--- src/rtl/mem_dma_if.sv ---
// Bundle between mem_dma and its requester / byte-wide data memory.
// The slave modport is the DMA engine's view; master is the requester plus memory side.
interface mem_dma_if;
  logic       start;
  logic [1:0] op;
  logic [7:0] src;
  logic [7:0] dst;
  logic [7:0] len;
  logic [7:0] fill_val;
  logic [7:0] mem_rdata;
  logic [7:0] mem_addr;
  logic       mem_wr_en;
  logic       mem_rd_en;
  logic [7:0] mem_wdata;
  logic       busy;
  logic       done;
  logic [7:0] checksum;

  modport slave (
    input  start, op, src, dst, len, fill_val, mem_rdata,
    output mem_addr, mem_wr_en, mem_rd_en, mem_wdata, busy, done, checksum
  );

  modport master (
    output start, op, src, dst, len, fill_val, mem_rdata,
    input  mem_addr, mem_wr_en, mem_rd_en, mem_wdata, busy, done, checksum
  );
endinterface

--- src/rtl/mem_dma.sv ---
// Byte DMA over a 256-byte data memory: copy, fill and checksum.
// Moore FSM; all memory-side outputs decode purely from registered state.
module mem_dma (
  input  logic       clk,
  input  logic       reset,
  mem_dma_if.slave   bus
);
  typedef enum logic [1:0] {IDLE = 2'd0, READ = 2'd1, WRITE = 2'd2, DONE = 2'd3} state_e;

  localparam logic [1:0] OP_COPY  = 2'b00;
  localparam logic [1:0] OP_FILL  = 2'b01;
  localparam logic [1:0] OP_CKSUM = 2'b10;
  localparam logic [1:0] OP_RSVD  = 2'b11;

  state_e     state_q;
  logic [1:0] op_q;
  logic [7:0] src_q, dst_q, len_q, fill_q;
  logic [7:0] i_q, buf_q, acc_q, cks_q;
  logic       busy_q, done_q;

  logic [7:0] i_d, acc_d;
  logic       last;

  assign i_d   = i_q + 8'd1;
  assign acc_d = acc_q + bus.mem_rdata;
  assign last  = (i_d == len_q);

  always_ff @(posedge clk) begin
    if (reset) begin
      state_q <= IDLE;
      op_q    <= OP_COPY;
      src_q   <= '0;
      dst_q   <= '0;
      len_q   <= '0;
      fill_q  <= '0;
      i_q     <= '0;
      buf_q   <= '0;
      acc_q   <= '0;
      cks_q   <= '0;
      busy_q  <= 1'b0;
      done_q  <= 1'b0;
    end else begin
      case (state_q)
        IDLE: begin
          if (bus.start) begin
            op_q   <= bus.op;
            src_q  <= bus.src;
            dst_q  <= bus.dst;
            len_q  <= bus.len;
            fill_q <= bus.fill_val;
            i_q    <= '0;
            acc_q  <= '0;
            busy_q <= 1'b1;
            // Empty and reserved requests still produce a done pulse
            if (bus.len == 8'd0 || bus.op == OP_RSVD) begin
              state_q <= DONE;
              done_q  <= 1'b1;
            end else if (bus.op == OP_FILL) begin
              state_q <= WRITE;
            end else begin
              state_q <= READ;
            end
          end
        end
        READ: begin
          if (op_q == OP_COPY) begin
            buf_q   <= bus.mem_rdata;
            state_q <= WRITE;
          end else begin
            acc_q <= acc_d;
            i_q   <= i_d;
            if (last) begin
              cks_q   <= acc_d;
              state_q <= DONE;
              done_q  <= 1'b1;
            end
          end
        end
        WRITE: begin
          i_q <= i_d;
          if (last) begin
            state_q <= DONE;
            done_q  <= 1'b1;
          end else if (op_q == OP_COPY) begin
            state_q <= READ;
          end
        end
        DONE: begin
          state_q <= IDLE;
          busy_q  <= 1'b0;
          done_q  <= 1'b0;
        end
        default: state_q <= IDLE;
      endcase
    end
  end

  assign bus.mem_rd_en = (state_q == READ);
  assign bus.mem_wr_en = (state_q == WRITE);
  assign bus.mem_addr  = (state_q == READ)  ? src_q + i_q :
                         (state_q == WRITE) ? dst_q + i_q : 8'd0;
  assign bus.mem_wdata = (state_q != WRITE) ? 8'd0 :
                         (op_q == OP_FILL)  ? fill_q : buf_q;
  assign bus.busy      = busy_q;
  assign bus.done      = done_q;
  assign bus.checksum  = cks_q;
endmodule

--- src/flat_wrapper.sv ---
// flat-port wrapper written by rule: the top's interface ports become plain ports
module mem_dma_flat 
  (clk, reset, bus_start, bus_op, bus_src, bus_dst, bus_len, bus_fill_val, bus_mem_rdata, bus_mem_addr, bus_mem_wr_en, bus_mem_rd_en, bus_mem_wdata, bus_busy, bus_done, bus_checksum);
  mem_dma_if bus_i ();
  input  logic clk;
  input  logic reset;
  input wire logic [$bits(bus_i.start)-1:0] bus_start;
  input wire logic [$bits(bus_i.op)-1:0] bus_op;
  input wire logic [$bits(bus_i.src)-1:0] bus_src;
  input wire logic [$bits(bus_i.dst)-1:0] bus_dst;
  input wire logic [$bits(bus_i.len)-1:0] bus_len;
  input wire logic [$bits(bus_i.fill_val)-1:0] bus_fill_val;
  input wire logic [$bits(bus_i.mem_rdata)-1:0] bus_mem_rdata;
  output wire logic [$bits(bus_i.mem_addr)-1:0] bus_mem_addr;
  output wire logic [$bits(bus_i.mem_wr_en)-1:0] bus_mem_wr_en;
  output wire logic [$bits(bus_i.mem_rd_en)-1:0] bus_mem_rd_en;
  output wire logic [$bits(bus_i.mem_wdata)-1:0] bus_mem_wdata;
  output wire logic [$bits(bus_i.busy)-1:0] bus_busy;
  output wire logic [$bits(bus_i.done)-1:0] bus_done;
  output wire logic [$bits(bus_i.checksum)-1:0] bus_checksum;
  assign bus_i.start = bus_start;
  assign bus_i.op = bus_op;
  assign bus_i.src = bus_src;
  assign bus_i.dst = bus_dst;
  assign bus_i.len = bus_len;
  assign bus_i.fill_val = bus_fill_val;
  assign bus_i.mem_rdata = bus_mem_rdata;
  assign bus_mem_addr = bus_i.mem_addr;
  assign bus_mem_wr_en = bus_i.mem_wr_en;
  assign bus_mem_rd_en = bus_i.mem_rd_en;
  assign bus_mem_wdata = bus_i.mem_wdata;
  assign bus_busy = bus_i.busy;
  assign bus_done = bus_i.done;
  assign bus_checksum = bus_i.checksum;
  mem_dma u_core (.clk(clk), .reset(reset), .bus(bus_i));
endmodule
--- config.mk ---
export PLATFORM = sky130hd
export DESIGN_NAME = mem_dma_flat
export DESIGN_NICKNAME = d
export VERILOG_FILES = /design/src/rtl/mem_dma_if.sv /design/src/rtl/mem_dma.sv /design/src/flat_wrapper.sv
export SDC_FILE = /design/constraint.sdc
export NUM_CORES = 1
export LEC_CHECK = 0
export BUFFER_PORTS_ARGS = -buffer_cell sky130_fd_sc_hd__buf_4
export CORE_UTILIZATION = 60
export CTS_CLUSTER_SIZE = 14
export DETAILED_ROUTE_END_ITERATION = 8
export GPL_TIMING_DRIVEN = 0
export PLACE_DENSITY = 0.85
export SLEW_MARGIN = 20
export SYNTH_ARGS = -nofsm -noshare
export SYNTH_HDL_FRONTEND = slang
export SYNTH_SLANG_ARGS = --single-unit
--- constraint.sdc ---
create_clock -name clk -period 3.9 [get_ports clk]
set_clock_uncertainty 0.15 [all_clocks]
set_input_delay 0.195 -clock clk [delete_from_list [all_inputs] [get_ports clk]]
set_output_delay 0.195 -clock clk [all_outputs]
set_load 0.05 [all_outputs]
==> results.sh <==
export IMPL_status="finished clean"
export IMPL_syn_inst=500
export IMPL_fin_util=0.817
export IMPL_nNetsFinal=699
export IMPL_fmax_mhz=291
export IMPL_clk_insertion_delay_late_ns=0.35
export IMPL_gp_congestion=0.904
export IMPL_core_area_sq_um=6310
export IMPL_p_sw_w=0.00112
export IMPL_cts_made_buffers=9
export IMPL_avgSynthCellArea_sq_um=7.82
export IMPL_h_tree_depth=3
export IMPL_relSlewSlack=0.443
export IMPL_fillers=431
export IMPL_rows=29
export IMPL_clkPwrFrac=0.219
export IMPL_route_detailed_drc=0
export IMPL_dp_hpwl_microns=7410
export IMPL_drtAntennaViolNets=0
export IMPL_pwr_share_seq=0.345
export IMPL_grt_pass1_wl_microns=17400
export IMPL_drive_above_1_share=0.151
export IMPL_diodes=0
export IMPL_crit_chain="ha_1 -> a21o_1 -> a21oi_1 -> o21bai_1 -> a2111oi_0 -> nor3_1 -> xnor2_1 -> a221o_1 -> buf_4"
export IMPL_wire_per_inst_microns=15.9
export IMPL_finalPower_w=0.00262
export IMPL_layout_min_cycle_time_ns=3.44
export IMPL_detail_route_iter0_violations=281
export IMPL_synth_edf_count=0
export IMPL_hold_class="in2reg"
export IMPL_cts_root_buf="clkbuf_8"
export IMPL_ys_ff_latch=70
export IMPL_switching_share=0.429
export IMPL_cp_start_kind="register"
export IMPL_ys_types=52
export IMPL_critPathCaptureType="primary output"
export IMPL_die_area_sq_um=6840
export IMPL_hold_viol=0
export IMPL_async_flop_share=0
export IMPL_yosysWarningCount=0
export IMPL_ir_drop_v=0.000335
export IMPL_intPower_w=0.00150
export IMPL_totalWireLength_microns=11300
export IMPL_critical_path_max_fanout=8
export IMPL_arrival_ns=3.10
export IMPL_grt_pass1_vias=3849
export IMPL_finalMaxSlewViolations=0
export IMPL_grt_usage=0.346
export IMPL_synth_nets=574
export IMPL_setup_violations_final=0
export IMPL_clk_pin_slew_ns=0.08
export IMPL_max_stage_delay_ns=0.57
export IMPL_cts_max_path_buffers=2
export IMPL_ys_flop_type="dfxtp_1"
export IMPL_rsz0062_at_grt="no"
export IMPL_antenna_found_initial=0
export IMPL_worstMarginPinSlew_ns=0.829
export IMPL_io_pins=73
export IMPL_yosysSeqAreaShare=0.359
export IMPL_vias_per_cell=5.81
export IMPL_netlist_area_sq_um=3910
export IMPL_firstDrtPassIters=5
export IMPL_cp_required_ns=3.56
export IMPL_grt_overflow_total=0
export IMPL_power_density_nw_per_um2=508
export IMPL_initial_core_util=0.619
export IMPL_grt_max_degree=13
export IMPL_path_class="reg2out"
export IMPL_tns_ns=0
export IMPL_cp_slowest_cell="a2111oi_0"
export IMPL_cap_violations=0
export IMPL_tritoncts="yes"
export IMPL_vias=4108
export IMPL_die_h_microns=82.7
export IMPL_p_leak_nw=2.22
export IMPL_io_buffers=71
export IMPL_clock_sinks=70
export IMPL_pwr_share_comb=0.435
export IMPL_postCtsSetupBuffers=0
export IMPL_period_share=0.883
export IMPL_syn2layout_area_growth_pct=31.9
export IMPL_die_width_microns=82.7
-- stage by stage --
step / area, sq um / worst slack (ns) / hold WS [ns] / std cells
6_report: 5160 / 0.458 / 0.173 / 707
5_1_grt: 5160 / 0.370 / 0.228 / 707
4_1_cts: 5160 / 0.618 / 0.169 / 707
3_5_place_dp: 4540 / 0.990 / 0.300 / 648
3_3_place_gp: 4540 / 1.08 / 0.293 / 648
2_1_floorplan: 3910 / 0.724 / 0.181 / 500
-- worst max-delay path: cells and delay by family (launching register included) --
| family | cells | cell delay, ns |
|---|---|---|
| simple gates | 1 | 0.15 |
| compound gates | 5 | 1.40 |
| buf+inv | 1 | 0.19 |
| fa+ha+maj | 1 | 0.30 |
| xor+xnor | 1 | 0.16 |
| flops | 1 | 0.54 |
-- metal layers --
metal,vias to the layer above,wire [microns],track usage
met2,194,5710,0.632
met5,-,0,0
met4,0,362,0.169
met3,37,727,0.0571
li1,1956,-,-
met1,1921,4470,0.386
-- power groups by stage --
stage                     clock network, W  logic [W]  registers, W
final                             0.000575    0.00114      0.000904
after global routing              0.000609    0.00125      0.000915
after CTS                         0.000574    0.00111      0.000900
after detailed placement                 0    0.00107      0.000916
after global placement                   0    0.00104      0.000912
after floorplan                          0   0.000756      0.000924
-- sequential cells by signal (all words and copies together) (netlist names) --
signal and flops:
u_core.i_q 8, u_core.state_q 2, u_core.acc_q 8, u_core.len_q 8
u_core.fill_q 8, u_core.bus.checksum 8, u_core.src_q 8, u_core.bus.busy 1
u_core.op_q 2, u_core.dst_q 8, u_core.bus.done 1, u_core.buf_q 8
-- cell families after synthesis --
kind of cell	after synthesis	share of synthesized area
and+or+nand+nor	203	0.223
AOI/OAI and AO/OA	112	0.171
DFF	70	0.359
buffers and inverters	41	0.0413
xor gates and xnor gates	30	0.0691
adders and majority gates	29	0.0986
muxes	15	0.0384
-- placed cells by master (no fill, tap or decap), types with 4 or more instances in the layout --
cell type,n
xor2_1,8
nand2_1,112
mux2i_1,15
a21oi_1,64
clkinv_2,4
clkbuf_8,9
xnor2_1,21
ha_1,26
dfxtp_1,70
nand3_1,6
dlygate4sd3_1,43
buf_4,71
a22oi_1,4
inv_1,17
nor3_1,15
o21ai_0,13
nor2_1,47
clkbuf_1,22
a21o_1,5
-- Yosys cell counts (2+ instances only) --
| master | instances | area, sq um |
|---|---|---|
| a211oi_1 | 2 | 15.0 |
| a21boi_0 | 2 | 15.0 |
| a21o_1 | 5 | 37.5 |
| a21oi_1 | 64 | 320 |
| a22oi_1 | 4 | 30.0 |
| clkbuf_1 | 22 | 82.6 |
| dfxtp_1 | 70 | 1400 |
| fa_1 | 3 | 60.1 |
| ha_1 | 26 | 325 |
| inv_1 | 17 | 63.8 |
| mux2i_1 | 15 | 150 |
| nand2_1 | 112 | 420 |
| nand2b_1 | 3 | 18.8 |
| nand3_1 | 6 | 30.0 |
| nand4_1 | 3 | 18.8 |
| nor2_1 | 47 | 176 |
| nor2b_1 | 3 | 18.8 |
| nor3_1 | 15 | 75.1 |
| nor3b_1 | 3 | 22.5 |
| nor4_1 | 2 | 12.5 |
| o21ai_0 | 13 | 65.1 |
| o21bai_1 | 3 | 22.5 |
| o31ai_1 | 3 | 22.5 |
| or3_1 | 2 | 12.5 |
| xnor2_1 | 21 | 184 |
| xor2_1 | 8 | 70.1 |
-- layout make-up --
cell class / count / area (sq um) / share of cell area
Tap cell: 77 / 96.3 / 0.0187
Sequential cell: 70 / 1400 / 0.272
Inverter: 18 / 67.6 / 0.0131
Clock buffer: 9 / 124 / 0.0240
Buffer: 23 / 93.8 / 0.0182
Clock inverter: 7 / 65.1 / 0.0126
Multi-Input combinational cell: 389 / 2350 / 0.455
Timing Repair Buffer: 114 / 963 / 0.187
-- final timing paths --
| path | to | slack, ns | cells after the start | from |
|---|---|---|---|---|
| max reg2reg | u_core.bus.checksum[6] | 1.00 | 8 | u_core.i_q[1] |
| min | u_core.bus.done | 0.17 | 5 | bus_start |
| min reg2reg | u_core.fill_q[6] | 0.31 | 2 | u_core.fill_q[6] |
| max | bus_mem_addr[7] | 0.46 | 9 | u_core.i_q[1] |
-- timing repair --
action / 4_1_cts / 5_1_grt
endpoints found under the setup margin: 0 / 0
hold buffers: 43 / 0
hold endpoints to repair: 43 / 0
gates resized for setup: 0 / 0
Power figures use the tool's default switching activity.
